File: src/rtl/seg_score_reader_if.sv
// seg_score_reader_if
//   Bundles the multiplexed 7-segment stream and the decoded score outputs
//   of the scoreboard readback path.
//   master : the side that drives the display lines and observes scores.
//   slave  : the reader (seg_score_reader) that decodes the stream.
//   Signals:
//     seg_in    [6:0] segments {g,f,e,d,c,b,a}, active-high, a = bit0
//     dp_in           decimal point, 0 = P1 digit, 1 = P2 digit
//     p1_score  [6:0] last committed P1 score (0..99)
//     p2_score  [6:0] last committed P2 score (0..99)
//     p1_valid        one-cycle pulse on P1 score update
//     p2_valid        one-cycle pulse on P2 score update
//     frame_err       one-cycle pulse on a malformed frame
//     synced          high while the frame parser is locked to the stream
interface seg_score_reader_if;
  logic [6:0] seg_in;
  logic       dp_in;
  logic [6:0] p1_score;
  logic [6:0] p2_score;
  logic       p1_valid;
  logic       p2_valid;
  logic       frame_err;
  logic       synced;

  modport master (
    output seg_in, dp_in,
    input  p1_score, p2_score, p1_valid, p2_valid, frame_err, synced
  );

  modport slave (
    input  seg_in, dp_in,
    output p1_score, p2_score, p1_valid, p2_valid, frame_err, synced
  );
endinterface

File: src/rtl/seg_score_reader.sv
// seg_score_reader
//   Reads back the time-multiplexed single-digit 7-segment stream of the
//   scoreboard: registers the lines, accepts a pattern only after it has been
//   stable for STABLE_CYCLES cycles, decodes glyphs and reassembles the
//   blank / tens / ones / blank frames into binary per-player scores.
//   Ports:
//     clk  system clock
//     rst  asynchronous reset, active-high
//     bus  seg_score_reader_if.slave (segment/dp inputs, score/status outputs)
//   Parameters:
//     STABLE_CYCLES  cycles a pattern must hold before acceptance (>= 2)
//     CNT_W          stability counter width, 2**CNT_W > STABLE_CYCLES
module seg_score_reader #(
  parameter int STABLE_CYCLES = 1000,
  parameter int CNT_W         = 10
) (
  input  logic                clk,
  input  logic                rst,
  seg_score_reader_if.slave   bus
);

  localparam logic [1:0] ST_SYNC   = 2'd0;
  localparam logic [1:0] ST_WAIT_T = 2'd1;
  localparam logic [1:0] ST_WAIT_O = 2'd2;
  localparam logic [1:0] ST_WAIT_E = 2'd3;

  localparam logic [CNT_W-1:0] CNT_MAX = CNT_W'(STABLE_CYCLES - 1);
  // Accept is flagged one count early so the registered pulse lands on the
  // cycle the counter reaches CNT_MAX.
  localparam logic [CNT_W-1:0] CNT_PRE = CNT_W'(STABLE_CYCLES - 2);
  localparam logic [CNT_W-1:0] CNT_ONE = {{(CNT_W-1){1'b0}}, 1'b1};

  // Returns {is_digit, value}; value is 0 for non-digit patterns.
  function automatic logic [4:0] decode_glyph(input logic [6:0] seg);
    case (seg)
      7'h3F:   decode_glyph = {1'b1, 4'd0};
      7'h06:   decode_glyph = {1'b1, 4'd1};
      7'h5B:   decode_glyph = {1'b1, 4'd2};
      7'h4F:   decode_glyph = {1'b1, 4'd3};
      7'h66:   decode_glyph = {1'b1, 4'd4};
      7'h6D:   decode_glyph = {1'b1, 4'd5};
      7'h7D:   decode_glyph = {1'b1, 4'd6};
      7'h07:   decode_glyph = {1'b1, 4'd7};
      7'h7F:   decode_glyph = {1'b1, 4'd8};
      7'h6F:   decode_glyph = {1'b1, 4'd9};
      default: decode_glyph = {1'b0, 4'd0};
    endcase
  endfunction

  logic [7:0]       in_q, in_d;
  logic [7:0]       prev_q, prev_d;
  logic [CNT_W-1:0] cnt_q, cnt_d;
  logic             acc_q, acc_d;
  logic [1:0]       state_q, state_d;
  logic [3:0]       tens_q, tens_d;
  logic [3:0]       ones_q, ones_d;
  logic             dp_q, dp_d;
  logic [6:0]       p1_q, p1_d;
  logic [6:0]       p2_q, p2_d;
  logic             p1v_q, p1v_d;
  logic             p2v_q, p2v_d;
  logic             err_q, err_d;
  logic             synced_q, synced_d;

  logic [4:0]       glyph_s;
  logic             is_blank_s;
  logic             is_digit_s;
  logic [6:0]       score_s;

  // Input capture and stability filter.
  always_comb begin
    in_d   = {bus.dp_in, bus.seg_in};
    prev_d = in_q;
    if (in_q != prev_q) begin
      cnt_d = {CNT_W{1'b0}};
    end else if (cnt_q != CNT_MAX) begin
      cnt_d = cnt_q + CNT_ONE;
    end else begin
      cnt_d = cnt_q;
    end
    acc_d = (in_q == prev_q) && (cnt_q == CNT_PRE);
  end

  // While acc_q is high, prev_q still holds the pattern that earned the accept.
  assign glyph_s    = decode_glyph(prev_q[6:0]);
  assign is_blank_s = (prev_q[6:0] == 7'h00);
  assign is_digit_s = glyph_s[4];
  assign score_s    = ({3'b000, tens_q} * 7'd10) + {3'b000, ones_q};

  // Frame parser: advances only on accept pulses.
  always_comb begin
    state_d = state_q;
    tens_d  = tens_q;
    ones_d  = ones_q;
    dp_d    = dp_q;
    p1_d    = p1_q;
    p2_d    = p2_q;
    p1v_d   = 1'b0;
    p2v_d   = 1'b0;
    err_d   = 1'b0;
    if (acc_q) begin
      case (state_q)
        ST_SYNC: begin
          if (is_blank_s) begin
            state_d = ST_WAIT_T;
          end else begin
            state_d = ST_SYNC;
          end
        end
        ST_WAIT_T: begin
          if (is_blank_s) begin
            state_d = ST_WAIT_T;
          end else if (is_digit_s) begin
            tens_d  = glyph_s[3:0];
            dp_d    = prev_q[7];
            state_d = ST_WAIT_O;
          end else begin
            err_d   = 1'b1;
            state_d = ST_SYNC;
          end
        end
        ST_WAIT_O: begin
          if (is_blank_s) begin
            err_d   = 1'b1;
            state_d = ST_WAIT_T;
          end else if (is_digit_s && (prev_q[7] == dp_q)) begin
            ones_d  = glyph_s[3:0];
            state_d = ST_WAIT_E;
          end else begin
            err_d   = 1'b1;
            state_d = ST_SYNC;
          end
        end
        ST_WAIT_E: begin
          if (is_blank_s) begin
            if (dp_q == 1'b0) begin
              p1_d  = score_s;
              p1v_d = 1'b1;
            end else begin
              p2_d  = score_s;
              p2v_d = 1'b1;
            end
            state_d = ST_WAIT_T;
          end else begin
            err_d   = 1'b1;
            state_d = ST_SYNC;
          end
        end
        default: begin
          state_d = ST_SYNC;
        end
      endcase
    end else begin
      state_d = state_q;
    end
    synced_d = (state_d != ST_SYNC);
  end

  // State and output registers.
  always_ff @(posedge clk or posedge rst) begin
    if (rst) begin
      in_q     <= 8'h00;
      prev_q   <= 8'h00;
      cnt_q    <= {CNT_W{1'b0}};
      acc_q    <= 1'b0;
      state_q  <= ST_SYNC;
      tens_q   <= 4'd0;
      ones_q   <= 4'd0;
      dp_q     <= 1'b0;
      p1_q     <= 7'd0;
      p2_q     <= 7'd0;
      p1v_q    <= 1'b0;
      p2v_q    <= 1'b0;
      err_q    <= 1'b0;
      synced_q <= 1'b0;
    end else begin
      in_q     <= in_d;
      prev_q   <= prev_d;
      cnt_q    <= cnt_d;
      acc_q    <= acc_d;
      state_q  <= state_d;
      tens_q   <= tens_d;
      ones_q   <= ones_d;
      dp_q     <= dp_d;
      p1_q     <= p1_d;
      p2_q     <= p2_d;
      p1v_q    <= p1v_d;
      p2v_q    <= p2v_d;
      err_q    <= err_d;
      synced_q <= synced_d;
    end
  end

  assign bus.p1_score  = p1_q;
  assign bus.p2_score  = p2_q;
  assign bus.p1_valid  = p1v_q;
  assign bus.p2_valid  = p2v_q;
  assign bus.frame_err = err_q;
  assign bus.synced    = synced_q;

endmodule

File: src/flat_wrapper.sv
// flat-port wrapper written by rule: the top's interface ports become plain ports
module seg_score_reader_flat 
#(
  parameter int STABLE_CYCLES = 1000,
  parameter int CNT_W         = 10
)
  (clk, rst, bus_seg_in, bus_dp_in, bus_p1_score, bus_p2_score, bus_p1_valid, bus_p2_valid, bus_frame_err, bus_synced);
  seg_score_reader_if bus_i ();
  input  logic clk;
  input  logic rst;
  input wire logic [$bits(bus_i.seg_in)-1:0] bus_seg_in;
  input wire logic [$bits(bus_i.dp_in)-1:0] bus_dp_in;
  output wire logic [$bits(bus_i.p1_score)-1:0] bus_p1_score;
  output wire logic [$bits(bus_i.p2_score)-1:0] bus_p2_score;
  output wire logic [$bits(bus_i.p1_valid)-1:0] bus_p1_valid;
  output wire logic [$bits(bus_i.p2_valid)-1:0] bus_p2_valid;
  output wire logic [$bits(bus_i.frame_err)-1:0] bus_frame_err;
  output wire logic [$bits(bus_i.synced)-1:0] bus_synced;
  assign bus_i.seg_in = bus_seg_in;
  assign bus_i.dp_in = bus_dp_in;
  assign bus_p1_score = bus_i.p1_score;
  assign bus_p2_score = bus_i.p2_score;
  assign bus_p1_valid = bus_i.p1_valid;
  assign bus_p2_valid = bus_i.p2_valid;
  assign bus_frame_err = bus_i.frame_err;
  assign bus_synced = bus_i.synced;
  seg_score_reader #(.STABLE_CYCLES(STABLE_CYCLES), .CNT_W(CNT_W)) u_core (.clk(clk), .rst(rst), .bus(bus_i));
endmodule
File: config.mk
export PLATFORM = sky130hd
export DESIGN_NAME = seg_score_reader_flat
export DESIGN_NICKNAME = d
export VERILOG_FILES = /design/src/rtl/seg_score_reader_if.sv /design/src/rtl/seg_score_reader.sv /design/src/flat_wrapper.sv
export SDC_FILE = /design/constraint.sdc
export NUM_CORES = 1
export LEC_CHECK = 0
export BUFFER_PORTS_ARGS = -buffer_cell sky130_fd_sc_hd__buf_4
export CORE_ASPECT_RATIO = 0.6
export CORE_MARGIN = 2
export CORE_UTILIZATION = 40
export DETAILED_ROUTE_END_ITERATION = 10
export SKIP_CTS_REPAIR_TIMING = 1
export SLEW_MARGIN = 5
export SYNTH_ARGS = -nofsm -noshare
export SYNTH_HDL_FRONTEND = slang
export SYNTH_SLANG_ARGS = --single-unit
File: constraint.sdc
create_clock -name clk -period 3.44 [get_ports clk]
set_input_delay 0.688 -clock clk [delete_from_list [all_inputs] [get_ports clk]]
set_output_delay 0.688 -clock clk [all_outputs]
set_load 0.02 [all_outputs]
==> impl_metrics.tcl <==
set metrics [dict create \
    clockBufferDepth 2 \
    setup_violations 0 \
    async_flop_share_pct 100 \
    crit_type "register to register" \
    die-area_um2 7400 \
    ys_ff_latch 56 \
    worstSkewPairLatency_ns 0.31 \
    h-tree-depth 2 \
    diodes 0 \
    fin_nets 287 \
    critPathArrivalTime_ns 2.75 \
    synthesis.area_um2 2680 \
    multiInputGateArea_um2 1170 \
    end_kind "register" \
    routedWlPerCell_um 13.0 \
    min_period_over_period_pct 74.4 \
    holdWs_ns 0.409 \
    ys_types 47 \
    vias_per_cell 4.78 \
    hpwl_um 3390 \
    final_core_util_pct 46.1 \
    worstMarginPinSlew_ns 0.646 \
    drt_iter0_markers 51 \
    max-vdd-ir-drop_uv 166 \
    status "completed" \
    syn2layout_area_growth_pct 13.2 \
    syn_area_per_cell_um2 11.4 \
    rsz0062_at_grt "false" \
    yosysTopAreaCellShare_pct 52.2 \
    syn_nets 260 \
    slew_headroom_pct 56.5 \
    yosys-top-cells-area "dfrtp_1 (52%), ha_1 (5.6%), xor2_1 (4.2%)" \
    drtPass1Iterations 4 \
    grt-ovfl-total 0 \
    gp_congestion 0.784 \
    cts_buffers 5 \
    start_util_pct 40.7 \
    grt_pass1_wl_um 7910 \
    maxCapViolCount 0 \
    max_stage_delay_ns 0.58 \
    final.setup.worst_slack_ns 0.882 \
    tritoncts "yes" \
    synth_edf_count 0 \
    fp.dieH_um 67.5 \
    dpl.cell_count 343 \
    yosys.area.top_type "dfrtp_1" \
    ios 28 \
    drv_slew 0 \
    via_count 1679 \
    drive_gt1_share_pct 23.9 \
    leakage_nw 1.40 \
    cts_sinks 56 \
    cts-root-buf "clkbuf_8" \
    fin_skew_ns 0.0121 \
    ys_seq_area_share_pct 52.2 \
    post-route-min-period_ns 2.56 \
    path_max_fanout 9 \
    grt_pass1_vias 1616 \
    hold_violations 0 \
    synth.most_common_cell "dfrtp_1" \
    grt_usage_pct 14.0 \
    nFillCells 623 \
    hold_class "register to register" \
    ant_nets 0 \
    final_cell_count_no_fill 351 \
    crit_required_ns 3.64 \
    fmax_mhz 391 \
    fp-row-count 23 \
    synth_cells 236 \
    die_w_um 110 \
    start_kind "register" \
    setup_tns_ns 0 \
    io_buffers 27 \
    p_per_area_nw_per_um2 357 \
    path_cells "or4_4, or4_4, or3_4, inv_2, mux2_1" \
    cp_slowest_cell "or4_4" \
    grt_start_max_net_pins 30 \
    ys.flop_type "dfrtp_1" \
    regArea_um2 1400 \
    dpl_worst_slack_ns 0.892 \
    wirelength_um 4570 \
    critPathMostFrequentCell "or4_4" \
    path_clk_slew_ns 0.11 \
    placeableCoreArea_um2 6590 \
    yosysWarnings 0 \
    drcViolationCount 0 \
    synthTopCellsByCount "dfrtp_1 (56), nand2_1 (18), nor2_1 (18)" \
    antenna_found_initial 0 \
]
## cells in the final DEF, fill, tap and decap left out, types with 3 or more instances in the layout
cell type  instances
a21oi_1            9
buf_4             28
clkbuf_8           5
dfrtp_1           56
ha_1              12
inv_1             13
mux2_2            10
mux2_4             4
nand2_1           18
nand3_1            6
nand4_1            3
nor2_1            18
nor3_1             4
nor4_1             4
o21ai_0           12
xnor2_1            9
xor2_1            13
## stage by stage
step	instance area (µm²)	power, mW
3_5_place_dp	2950	0.736
2_1_floorplan	2680	0.719
4_1_cts	3040	1.11
5_1_grt	3040	1.14
3_3_place_gp	2950	0.735
6_report	3040	1.09
## worst paths after layout
path                                             from                                  to  slack, ns  cells past startpoint
hold / removal               u_core.in_q[2]$_DFF_PP0_          u_core.prev_q[2]$_DFF_PP0_       0.41                      0
min in group asynchronous                         rst          u_core.prev_q[7]$_DFF_PP0_       0.43                      2
max in group asynchronous                         rst       u_core.bus.p2_valid$_DFF_PP0_       2.22                      3
setup / recovery           u_core.prev_q[3]$_DFF_PP0_  u_core.bus.p2_score[6]$_DFFE_PP0P_       0.88                      5
setup reg to reg           u_core.prev_q[3]$_DFF_PP0_  u_core.bus.p2_score[6]$_DFFE_PP0P_       0.88                      5
hold reg to reg              u_core.in_q[2]$_DFF_PP0_          u_core.prev_q[2]$_DFF_PP0_       0.41                      0
## cells by family after synthesis
family          Yosys count  share of synthesized area (%)
xor+xnor                 22                           7.18
flops                    56                           52.2
buf+inv                  23                           4.15
mux                      16                           7.23
simple gates             71                           14.2
compound gates           34                           7.97
fa+ha+maj                14                           7.09
## per-layer routing
| layer | wire length [µm] | share of wire, % | GRT usage (%) |
|---|---|---|---|
| met5 | 0 | 0 | 0 |
| met4 | 9 | 0.20 | 1.90 |
| met3 | 163 | 3.6 | 3.76 |
| met2 | 1840 | 40 | 19.8 |
| met1 | 2550 | 56 | 21.9 |
## power breakdown
part / total, mW / internal (mW) / switching, mW
clock: 0.365 / 0.146 / 0.218
combinational: 0.0403 / 0.0169 / 0.0234
sequential: 0.681 / 0.667 / 0.0132
## layout make-up
type / instances / share of cell area [%]
Clock buffer: 5 / 2.26
Clock inverter: 3 / 0.741
Inverter: 15 / 1.85
Multi-Input combinational cell: 157 / 38.5
Sequential cell: 56 / 46.1
Tap cell: 87 / 3.58
Timing Repair Buffer: 28 / 6.92
## registers in the layout, summed over array words and instances, names as in the netlist, 2 cells and up
name,flops
u_core.in_q,8
u_core.tens_q,4
u_core.bus.p1_score,7
u_core.bus.p2_score,7
u_core.ones_q,4
u_core.cnt_q,10
u_core.prev_q,8
u_core.state_q,2
## critical path, delay by kind of cell (launching register included)
kind / cells / cell delay (ns)
and+or+nand+nor: 3 / 1.55
DFF: 1 / 0.49
muxes: 1 / 0.31
buffers and inverters: 1 / 0.09
Power figures use the tool's default switching activity.
